$ cat src/rtl/commit_trace_buf_pkg.sv
// commit_pkg: shared commit entry type and default trap word for the commit trace buffer
package commit_pkg;
  typedef struct packed {
    logic [31:0] pc;
    logic [31:0] instr;
    logic        wen;
    logic [4:0]  waddr;
    logic [31:0] wdata;
  } commit_entry_t;
  localparam logic [31:0] TRAP_INSTR_DEFAULT = 32'h8000_0000;
endpackage

$ cat src/rtl/commit_trace_buf_if.sv
// commit_trace_buf_if: dual-slot commit port; master presents entries, slave answers ready
interface commit_trace_buf_if;
  import commit_pkg::*;
  logic          valid_1;
  logic          valid_2;
  commit_entry_t entry_1;
  commit_entry_t entry_2;
  logic          ready;
  modport master (output valid_1, valid_2, entry_1, entry_2, input ready);
  modport slave (input valid_1, valid_2, entry_1, entry_2, output ready);
endinterface

$ cat src/rtl/commit_trace_buf_fifo_mem.sv
// commit_fifo_mem: DEPTH-entry commit storage, two indexed write ports, two async read ports
module commit_fifo_mem
  import commit_pkg::*;
#(
  parameter int DEPTH = 8,
  localparam int AW = $clog2(DEPTH)
) (
  input  logic          clock,
  input  logic          reset_n,
  input  logic          we_1,
  input  logic          we_2,
  input  logic [AW-1:0] wa_1,
  input  logic [AW-1:0] wa_2,
  input  commit_entry_t wd_1,
  input  commit_entry_t wd_2,
  input  logic [AW-1:0] ra_1,
  input  logic [AW-1:0] ra_2,
  output commit_entry_t rd_1,
  output commit_entry_t rd_2
);
  commit_entry_t mem [DEPTH];
  // cleared on reset so idle output fields read as zero
  always_ff @(posedge clock or negedge reset_n)
    if (!reset_n) begin
      for (int i = 0; i < DEPTH; i++) mem[i] <= '0;
    end else begin
      if (we_1) mem[wa_1] <= wd_1;
      if (we_2) mem[wa_2] <= wd_2;
    end
  assign rd_1 = mem[ra_1];
  assign rd_2 = mem[ra_2];
endmodule

$ cat src/rtl/commit_trace_buf.sv
// commit_trace_buf: dual-issue in-order commit FIFO with cycle/instr counters and trap latch
// Trap detection, single-pop-on-trap and post-trap freeze are enabled by COMMIT_TRAP_EN.
module commit_trace_buf
  import commit_pkg::*;
#(
  parameter int          DEPTH      = 8,
  parameter logic [31:0] TRAP_INSTR = TRAP_INSTR_DEFAULT,
  localparam int AW = $clog2(DEPTH)
) (
  input  logic               clock,
  input  logic               reset_n,
  commit_trace_buf_if.slave  in_port,
  commit_trace_buf_if.master out_port,
  output logic [63:0]        cycle_cnt,
  output logic [63:0]        instr_cnt,
  output logic               overflow,
  output logic               trap_valid,
  output logic [7:0]         trap_code,
  output logic [31:0]        trap_pc
);
`ifdef COMMIT_TRAP_EN
  localparam bit TRAP_EN = 1'b1;
`else
  localparam bit TRAP_EN = 1'b0;
`endif
  localparam logic [AW:0] READY_MAX = (AW+1)'(DEPTH - 2);
  logic [AW-1:0] wr_ptr, rd_ptr;
  logic [AW:0]   count;
  logic [1:0]    pushes, pops;
  logic          attempt, accept, trap_1;
  commit_entry_t rd_1, rd_2;
  assign in_port.ready = count <= READY_MAX;
  assign attempt = in_port.valid_1 | in_port.valid_2;
  assign accept = attempt & in_port.ready;
  assign pushes = accept ? {1'b0, in_port.valid_1} + {1'b0, in_port.valid_2} : 2'd0;
  assign out_port.valid_1 = (count != '0) && !trap_valid;
  assign out_port.valid_2 = (count > (AW+1)'(1)) && !trap_valid;
  assign out_port.entry_1 = rd_1;
  assign out_port.entry_2 = rd_2;
  assign trap_1 = TRAP_EN && (rd_1.instr == TRAP_INSTR);
  // a trap at the head drains alone so nothing younger is retired past it
  assign pops = !out_port.ready ? 2'd0 :
                (out_port.valid_1 && trap_1) ? 2'd1 :
                {1'b0, out_port.valid_1} + {1'b0, out_port.valid_2};
  commit_fifo_mem #(.DEPTH(DEPTH)) u_mem (
    .clock   (clock),
    .reset_n (reset_n),
    .we_1    (accept),
    .we_2    (accept & in_port.valid_1 & in_port.valid_2),
    .wa_1    (wr_ptr),
    .wa_2    (wr_ptr + AW'(1)),
    .wd_1    (in_port.valid_1 ? in_port.entry_1 : in_port.entry_2),
    .wd_2    (in_port.entry_2),
    .ra_1    (rd_ptr),
    .ra_2    (rd_ptr + AW'(1)),
    .rd_1    (rd_1),
    .rd_2    (rd_2)
  );
  always_ff @(posedge clock or negedge reset_n)
    if (!reset_n) begin
      wr_ptr    <= '0;
      rd_ptr    <= '0;
      count     <= '0;
      cycle_cnt <= '0;
      instr_cnt <= '0;
      overflow  <= 1'b0;
    end else begin
      wr_ptr    <= wr_ptr + AW'(pushes);
      rd_ptr    <= rd_ptr + AW'(pops);
      count     <= count + (AW+1)'(pushes) - (AW+1)'(pops);
      cycle_cnt <= cycle_cnt + 64'd1;
      instr_cnt <= instr_cnt + 64'(pops);
      overflow  <= overflow | (attempt & ~in_port.ready);
    end
`ifdef COMMIT_TRAP_EN
  logic trap_2, trap_hit;
  assign trap_2 = rd_2.instr == TRAP_INSTR;
  assign trap_hit = ((pops != 2'd0) && trap_1) || ((pops == 2'd2) && trap_2);
  always_ff @(posedge clock or negedge reset_n)
    if (!reset_n) begin
      trap_valid <= 1'b0;
      trap_code  <= '0;
      trap_pc    <= '0;
    end else if (trap_hit && !trap_valid) begin
      trap_valid <= 1'b1;
      trap_code  <= trap_1 ? rd_1.wdata[7:0] : rd_2.wdata[7:0];
      trap_pc    <= trap_1 ? rd_1.pc : rd_2.pc;
    end
`else
  assign trap_valid = 1'b0;
  assign trap_code  = '0;
  assign trap_pc    = '0;
`endif
endmodule
$ cat src/flat_wrapper.sv
// flat-port wrapper written by rule: the top's interface ports become plain ports
module commit_trace_buf_flat import commit_pkg::*;
#(
  parameter int          DEPTH      = 8,
  parameter logic [31:0] TRAP_INSTR = TRAP_INSTR_DEFAULT,
  localparam int AW = $clog2(DEPTH)
)
  (clock, reset_n, cycle_cnt, instr_cnt, overflow, trap_valid, trap_code, trap_pc, in_port_valid_1, in_port_valid_2, in_port_entry_1, in_port_entry_2, in_port_ready, out_port_valid_1, out_port_valid_2, out_port_entry_1, out_port_entry_2, out_port_ready);
  commit_trace_buf_if in_port_i ();
  commit_trace_buf_if out_port_i ();
  input  logic clock;
  input  logic reset_n;
  output logic [63:0] cycle_cnt;
  output logic [63:0] instr_cnt;
  output logic overflow;
  output logic trap_valid;
  output logic [7:0] trap_code;
  output logic [31:0] trap_pc;
  input wire logic [$bits(in_port_i.valid_1)-1:0] in_port_valid_1;
  input wire logic [$bits(in_port_i.valid_2)-1:0] in_port_valid_2;
  input wire logic [$bits(in_port_i.entry_1)-1:0] in_port_entry_1;
  input wire logic [$bits(in_port_i.entry_2)-1:0] in_port_entry_2;
  output wire logic [$bits(in_port_i.ready)-1:0] in_port_ready;
  output wire logic [$bits(out_port_i.valid_1)-1:0] out_port_valid_1;
  output wire logic [$bits(out_port_i.valid_2)-1:0] out_port_valid_2;
  output wire logic [$bits(out_port_i.entry_1)-1:0] out_port_entry_1;
  output wire logic [$bits(out_port_i.entry_2)-1:0] out_port_entry_2;
  input wire logic [$bits(out_port_i.ready)-1:0] out_port_ready;
  assign in_port_i.valid_1 = in_port_valid_1;
  assign in_port_i.valid_2 = in_port_valid_2;
  assign in_port_i.entry_1 = in_port_entry_1;
  assign in_port_i.entry_2 = in_port_entry_2;
  assign in_port_ready = in_port_i.ready;
  assign out_port_valid_1 = out_port_i.valid_1;
  assign out_port_valid_2 = out_port_i.valid_2;
  assign out_port_entry_1 = out_port_i.entry_1;
  assign out_port_entry_2 = out_port_i.entry_2;
  assign out_port_i.ready = out_port_ready;
  commit_trace_buf #(.DEPTH(DEPTH), .TRAP_INSTR(TRAP_INSTR)) u_core (.clock(clock), .reset_n(reset_n), .in_port(in_port_i), .out_port(out_port_i), .cycle_cnt(cycle_cnt), .instr_cnt(instr_cnt), .overflow(overflow), .trap_valid(trap_valid), .trap_code(trap_code), .trap_pc(trap_pc));
endmodule
$ cat config.mk
export PLATFORM = sky130hd
export DESIGN_NAME = commit_trace_buf_flat
export DESIGN_NICKNAME = d
export VERILOG_FILES = /design/src/rtl/commit_trace_buf_pkg.sv /design/src/rtl/commit_trace_buf_if.sv /design/src/rtl/commit_trace_buf_fifo_mem.sv /design/src/rtl/commit_trace_buf.sv /design/src/flat_wrapper.sv
export SDC_FILE = /design/constraint.sdc
export NUM_CORES = 2
export LEC_CHECK = 0
export BUFFER_PORTS_ARGS = -buffer_cell sky130_fd_sc_hd__buf_2
export CORE_MARGIN = 1.5
export CORE_UTILIZATION = 55
export CTS_CLUSTER_DIAMETER = 30
export CTS_CLUSTER_SIZE = 16
export DETAILED_ROUTE_END_ITERATION = 10
export GPL_ROUTABILITY_DRIVEN = 0
export PLACE_DENSITY_LB_ADDON = 0.12
export SLEW_MARGIN = 25
export SYNTH_ARGS = -nofsm -noshare
export SYNTH_HDL_FRONTEND = slang
export SYNTH_SLANG_ARGS = --single-unit
$ cat constraint.sdc
create_clock -name clock -period 2.8 [get_ports clock]
set_input_delay 0.14 -clock clock [delete_from_list [all_inputs] [get_ports clock]]
set_output_delay 0.14 -clock clock [all_outputs]
set_load 0.05 [all_outputs]
# Word-level counts from Yosys, hierarchy flattened

Cells that the tools add are included.

Register bits: 955
Bits in latches: 0
RAM bits: 0
ROM bits: 0
Input port bits: 209
Output and inout port bits: 377
Logic and storage cells: 95
Memories: 0

$add $sub $neg: 10
Multiply operators: 0
Divide/modulo/power cells: 0
Magnitude comparators: 8
Eq/ne operators: 0
Shift-type cells: 0
Mux-type cells: 17
Bitwise gates (word level): 11
Reductions and logical operators: 3

Operators by type and width:

| operator              | count |
|---|---|
| $bwmux 816            | 2 |
| $mux 816              | 2 |
| $mux 102              | 7 |
| $bmux 102 s3          | 2 |
| $demux 102 s3         | 2 |
| $add 64x1->64 const B | 1 |
| $add 64x2->64         | 1 |
| $ge 4x4->1 const B    | 4 |
| $not 3->4             | 4 |
| $lt 4x1->1 const B    | 2 |
| $add 3x1->3 const B   | 2 |
| $add 3x2->3           | 2 |
| $add 1x1->2           | 2 |
| $add 4x2->4           | 1 |
| $and 1x1->1           | 4 |
| $gt 4x1->1 const B    | 1 |
| $le 4x3->1 const B    | 1 |
| $mux 2                | 2 |
| $reduce_bool 4->1     | 1 |
| $sub 4x2->4           | 1 |
| $logic_and 1x1->1     | 2 |
| $or 1x1->1            | 2 |
| $not 1->1             | 1 |

# Logic depth before layout (Yosys ltp)

Depth in word-level cells: 9
Gate-level depth with buffers: 14
Depth with buffers taken out: 13

# Cells and area by module

From an unflattened synthesis, not the netlist that was laid out.

Cell total of the unflattened synthesis: 5250
Area total of the unflattened synthesis: 58706.3 sq um

By module, submodules not included:

| module           | times used | cells an instance | area an instance (sq um) | seq. area each (sq um) |
|---|---|---|---|---|
| commit_fifo_mem  | 1          | 4485              | 50372.1                  | 20419.6 |
| commit_trace_buf | 1          | 765               | 8334.2                   | 3478.3 |

# Worst setup path after synthesis

No wires, ideal clock.

Path type: flip-flop to flip-flop
Start: register u_core.count[2]
End: register u_core.instr_cnt[62]
Setup time: 0.144 ns
Data arrival time: 3.314 ns
Data required time: 2.656 ns
Setup slack: -0.658 ns
Stages on the path, launching flop included: 13
Path buffers: 0
Period minus slack after synthesis: 3.458 ns
Cell sequence: dfrtp_1 inv_1 ha_1 nand3_1 ha_1 and2_1 ha_1 inv_1 fa_1 nor2_1 nand3_1 nor4_1 xor2_1

Cells in the longest elaborated chain, start to end: 4
Elaborated cells between the ends (all ways): 5
Those cells by class: add/sub (2); order compare (1); mux (1); reduce/logical (1)

RTL lines:

| item                       | line                   | text |
|---|---|---|
| start, declared            | commit_trace_buf.sv:28 | `logic [AW:0] count;` |
| start signal, assigned     | commit_trace_buf.sv:70 | `count <= count + (AW+1)'(pushes) - (AW+1)'(pops);` |
| $reduce_bool 4->1          | commit_trace_buf.sv:36 | `assign out_port.valid_1 = (count != '0) && !trap_valid;` |
| named net out_port_valid_1 | flat_wrapper.sv:24     | `output wire logic [$bits(out_port_i.valid_1)-1:0] out_port_valid_1;` |
| $add 1x1->2                | commit_trace_buf.sv:44 | `{1'b0, out_port.valid_1} + {1'b0, out_port.valid_2};` |
| $mux 2                     | commit_trace_buf.sv:42 | `assign pops = !out_port.ready ? 2'd0 :` |
| $add 64x2->64              | commit_trace_buf.sv:72 | `instr_cnt <= instr_cnt + 64'(pops);` |
| end signal, assigned       | commit_trace_buf.sv:72 |  |
| end, declared              | commit_trace_buf.sv:15 | `output logic [63:0] instr_cnt,` |

The timed path passes the listed nets, and every way through them passes these cells.

# Worst setup path in the final report

Start: register u_core.rd_ptr[1]
End: output port out_port_entry_2[82]

Cells in the longest elaborated chain, start to end: 5

RTL lines:

| item                                         | line                            | text |
|---|---|---|
| start, declared                              | commit_trace_buf.sv:27          | `logic [AW-1:0] wr_ptr, rd_ptr;` |
| start signal, assigned                       | commit_trace_buf.sv:69          | `rd_ptr <= rd_ptr + AW'(pops);` |
| $add 3x1->3                                  | commit_trace_buf.sv:55          | `.ra_2 (rd_ptr + AW'(1)),` |
| $not 3->4 (not written as such)              | commit_trace_buf_fifo_mem.sv:31 | `assign rd_2 = mem[ra_2];` |
| $bmux 102 s3                                 | commit_trace_buf_fifo_mem.sv:31 |  |
| $mux 102 (not written as such) (2 in series) | commit_trace_buf_fifo_mem.sv:31 |  |
| end, declared                                | flat_wrapper.sv:27              | `output wire logic [$bits(out_port_i.entry_2)-1:0] out_port_entry_2;` |

No other way between the ends. The select of a mux whose other input is x is not followed.

==> summary.md <==
| Metric | Value |
|---|---|
| Status | complete, but fails checks |
| Failing checks | negative setup slack |
| Die Area | 0.107 mm^2 |
| Final Instance Count excl. Fillers | 8074 |
| Slew @ Worst Pin | 0.805 ns |
| Clock Tree Buf Depth | 3 |
| GRT overflow | 0 |
| H-tree Lvls | 4 |
| Worst Skew | 0.0314 ns |
| Total CTS buffers | 225 |
| Core footprint | 0.104 mm^2 |
| Hold crit path type | input port to flip-flop |
| Unrepaired setup endpoints after global routing | yes |
| Fin. Hold Viols | 0 |
| Max Cap Viol | 0 |
| Reg clk slew, reported paths | 0.05 ns |
| # IOs | 586 |
| Synth top area share | 41.5% |
| Max Used Layer | met5 |
| F_max | 304 MHz |
| Fin crit period | 3.29 ns |
| Routed wire length per instance | 28.9 um |
| Synthesized flop and latch total | 955 |
| Sinks on the clock net | 955 |
| DRT iter0 DRCs | 7988 |
| Worst slew margin | 46.0% |
| Worst path arrival time | 3.15 ns |
| PortBufs | 544 |
| CP endpoint kind | output port |
| Commonest non-fill, non-tap cell in the layout | nand2_1 |
| Routed wire length | 233000 um |
| TritonCTS clock tree | built |
| Drt pass-1 iters | 9 |
| Synth top area cells | dfrtp_1, mux4_2, nand2_1 |
| Crit Path Max Fanout | 14 |
| Worst-Skew Late Latency | 0.81 ns |
| Sequential fraction of the synthesis area | 41.5% |
| Largest net degree at the start of global routing | 136 |
| Die Y | 327 um |
| Fillers | 6902 |
| Mapped Cells | 5822 |
| Final setup fails | 223 |
| Post-route ant nets | 0 |
| DP HPWL | 125000 um |
| Inst Count DP | 7358 |
| Final #Nets | 6728 |
| First-pass GRT wire length | 346000 um |
| Fin worst setup slack | -0.494 ns |
| Initial antenna violation count | 12 |
| Final period util | 118% |
| Average size of a mapped cell | 9.89 um^2 |
| Share of cells above drive strength 1 | 29.4% |
| Most frequent cells in the layout | nand2_1, dfrtp_1, o21ai_0 |
| Area of the multi-input gates | 0.0314 mm^2 |
| Area growth from synthesis to layout | 33.6% |
| Clock root cell | clkbuf_16 |
| Initial cell density of the core | 55.6% |
| Synth area leader | dfrtp_1 |
| Die X | 327 um |
| Crit path launch type | flip-flop |
| Cell variety after synth | 55 |
| WP data required | 2.66 ns |
| Critical path type | flip-flop to output port |
| Vias in the first global route | 56091 |
| Cell Area, Synth | 0.0576 mm^2 |
| Max Transition Viols Final | 0 |
| DRC viols | 0 |
| # rows | 118 |
| Storage element area | 0.0239 mm^2 |
| Total global-route track usage | 42.6% |
| Ys Warns | 0 |
| DR vias/cell | 6.95 |
| DR WL met3 | 31800 um |
| DRT met1 WL | 82400 um |
| Vias | 56143 |
| Met2 wire length | 106000 um |
[routing by layer]
layer,up-vias,GRT usage (%)
met5,-,0
met4,14,22.6
met3,1048,12.9
met2,4926,65.2
met1,27372,54.7
li1,22783,-
[flip-flops by register name, summed over array words and instances, names as in the netlist]
signal and count:
u_core.count 4, u_core.cycle_cnt 64, u_core.instr_cnt 64, u_core.overflow 1, u_core.rd_ptr 3, u_core.u_mem.mem 816, u_core.wr_ptr 3
[critical path, stage by stage, from the launching register on]
cell and delay (ns):
dfrtp_4 0.49, ha_4 0.29, buf_12 0.16, buf_16 0.20, buf_16 0.20, mux4_2 0.52, mux2_4 0.31, buf_6 0.16
[cells by family (layout without fill, tap and decap cells)]
| kind of cell | Yosys count | in the layout | synth area share (%) |
|---|---|---|---|
| and+or+nand+nor | 1541 | 1541 | 11.5 |
| muxes | 612 | 612 | 19.9 |
| AOI/OAI and AO/OA | 1843 | 1843 | 18.7 |
| DFF | 955 | 955 | 41.5 |
| adders and majority gates | 22 | 22 | 0.543 |
| xor gates and xnor gates | 131 | 131 | 2.02 |
| other | 1 | 47 | 0.00651 |
| buffers and inverters | 717 | 1543 | 5.75 |
[path summary, 6_finish.rpt]
kind	from	to	slack (ns)	cells past startpoint
max reg2reg	u_core.count[3]$_DFF_PN0_	u_core.instr_cnt[20]$_DFF_PN0_	-0.13	14
max in group asynchronous	reset_n	u_core.u_mem.mem[734]$_DFF_PN0_	2.04	4
min	in_port_valid_2	u_core.overflow$_DFF_PN0_	0.15	4
min in group asynchronous	reset_n	u_core.u_mem.mem[290]$_DFF_PN0_	0.17	3
min reg2reg	u_core.cycle_cnt[63]$_DFF_PN0_	u_core.cycle_cnt[63]$_DFF_PN0_	0.47	1
max	u_core.rd_ptr[1]$_DFF_PN0_	out_port_entry_2[82]	-0.49	7
[cell usage after synthesis (all sizes together)]
master / instances
nand2b: 4
nor2b: 103
dfrtp: 955
nand4b: 1
a21boi: 1
mux4: 408
xor2: 63
ha: 17
xnor2: 68
and3: 17
nor2: 44
o21bai: 1
o22ai: 408
nand2: 1182
or4: 3
nor4: 33
a211o: 102
clkbuf: 415
buf: 265
a211oi: 102
or3: 6
o21ai: 1122
nand3b: 1
o2bb2ai: 102
conb: 1
and2: 9
fa: 5
nor3b: 3
nand4: 42
mux2: 204
nor3: 41
and4: 1
a21o: 2
nand3: 46
inv: 37
a21oi: 3
or2: 5
[stage by stage]
step	hold WS, ns	worst slack (ns)	TNS (ns)	util, %	instance area, um^2
4_1_cts	0.0303	-0.536	-77.66	73.2	75900
6_report	0.148	-0.494	-73.50	74.2	76900
5_1_grt	0.138	-0.530	-85.77	74.2	76900
2_1_floorplan	-0.156	-0.117	-0.406	-	57900
3_5_place_dp	0.160	-0.163	-1.03	60.7	62900
3_3_place_gp	0.166	-0.169	-0.712	60.7	62900
[cell type report]
type | count | area share, %
tap | 1380 | 2.24
timing repair buffer | 1088 | 15.0
inverter | 37 | 0.181
clock inverter | 124 | 2.43
multi-input combinational | 4190 | 40.8
antenna | 6 | 0.0195
clock buffer | 294 | 8.22
sequential | 955 | 31.1
[timing repair]
item,CTS,global route
gates resized for setup,418,207
pin swaps,1,13
endpoints found under the hold margin,1406,0
hold buffers,208,0
setup endpoints to repair,226,374
cloned,31,14
setup buffers,33,12
Power is left out: the tool's default activity adds up to more than one toggle a clock period on the data nets, which glitch-free logic cannot reach.
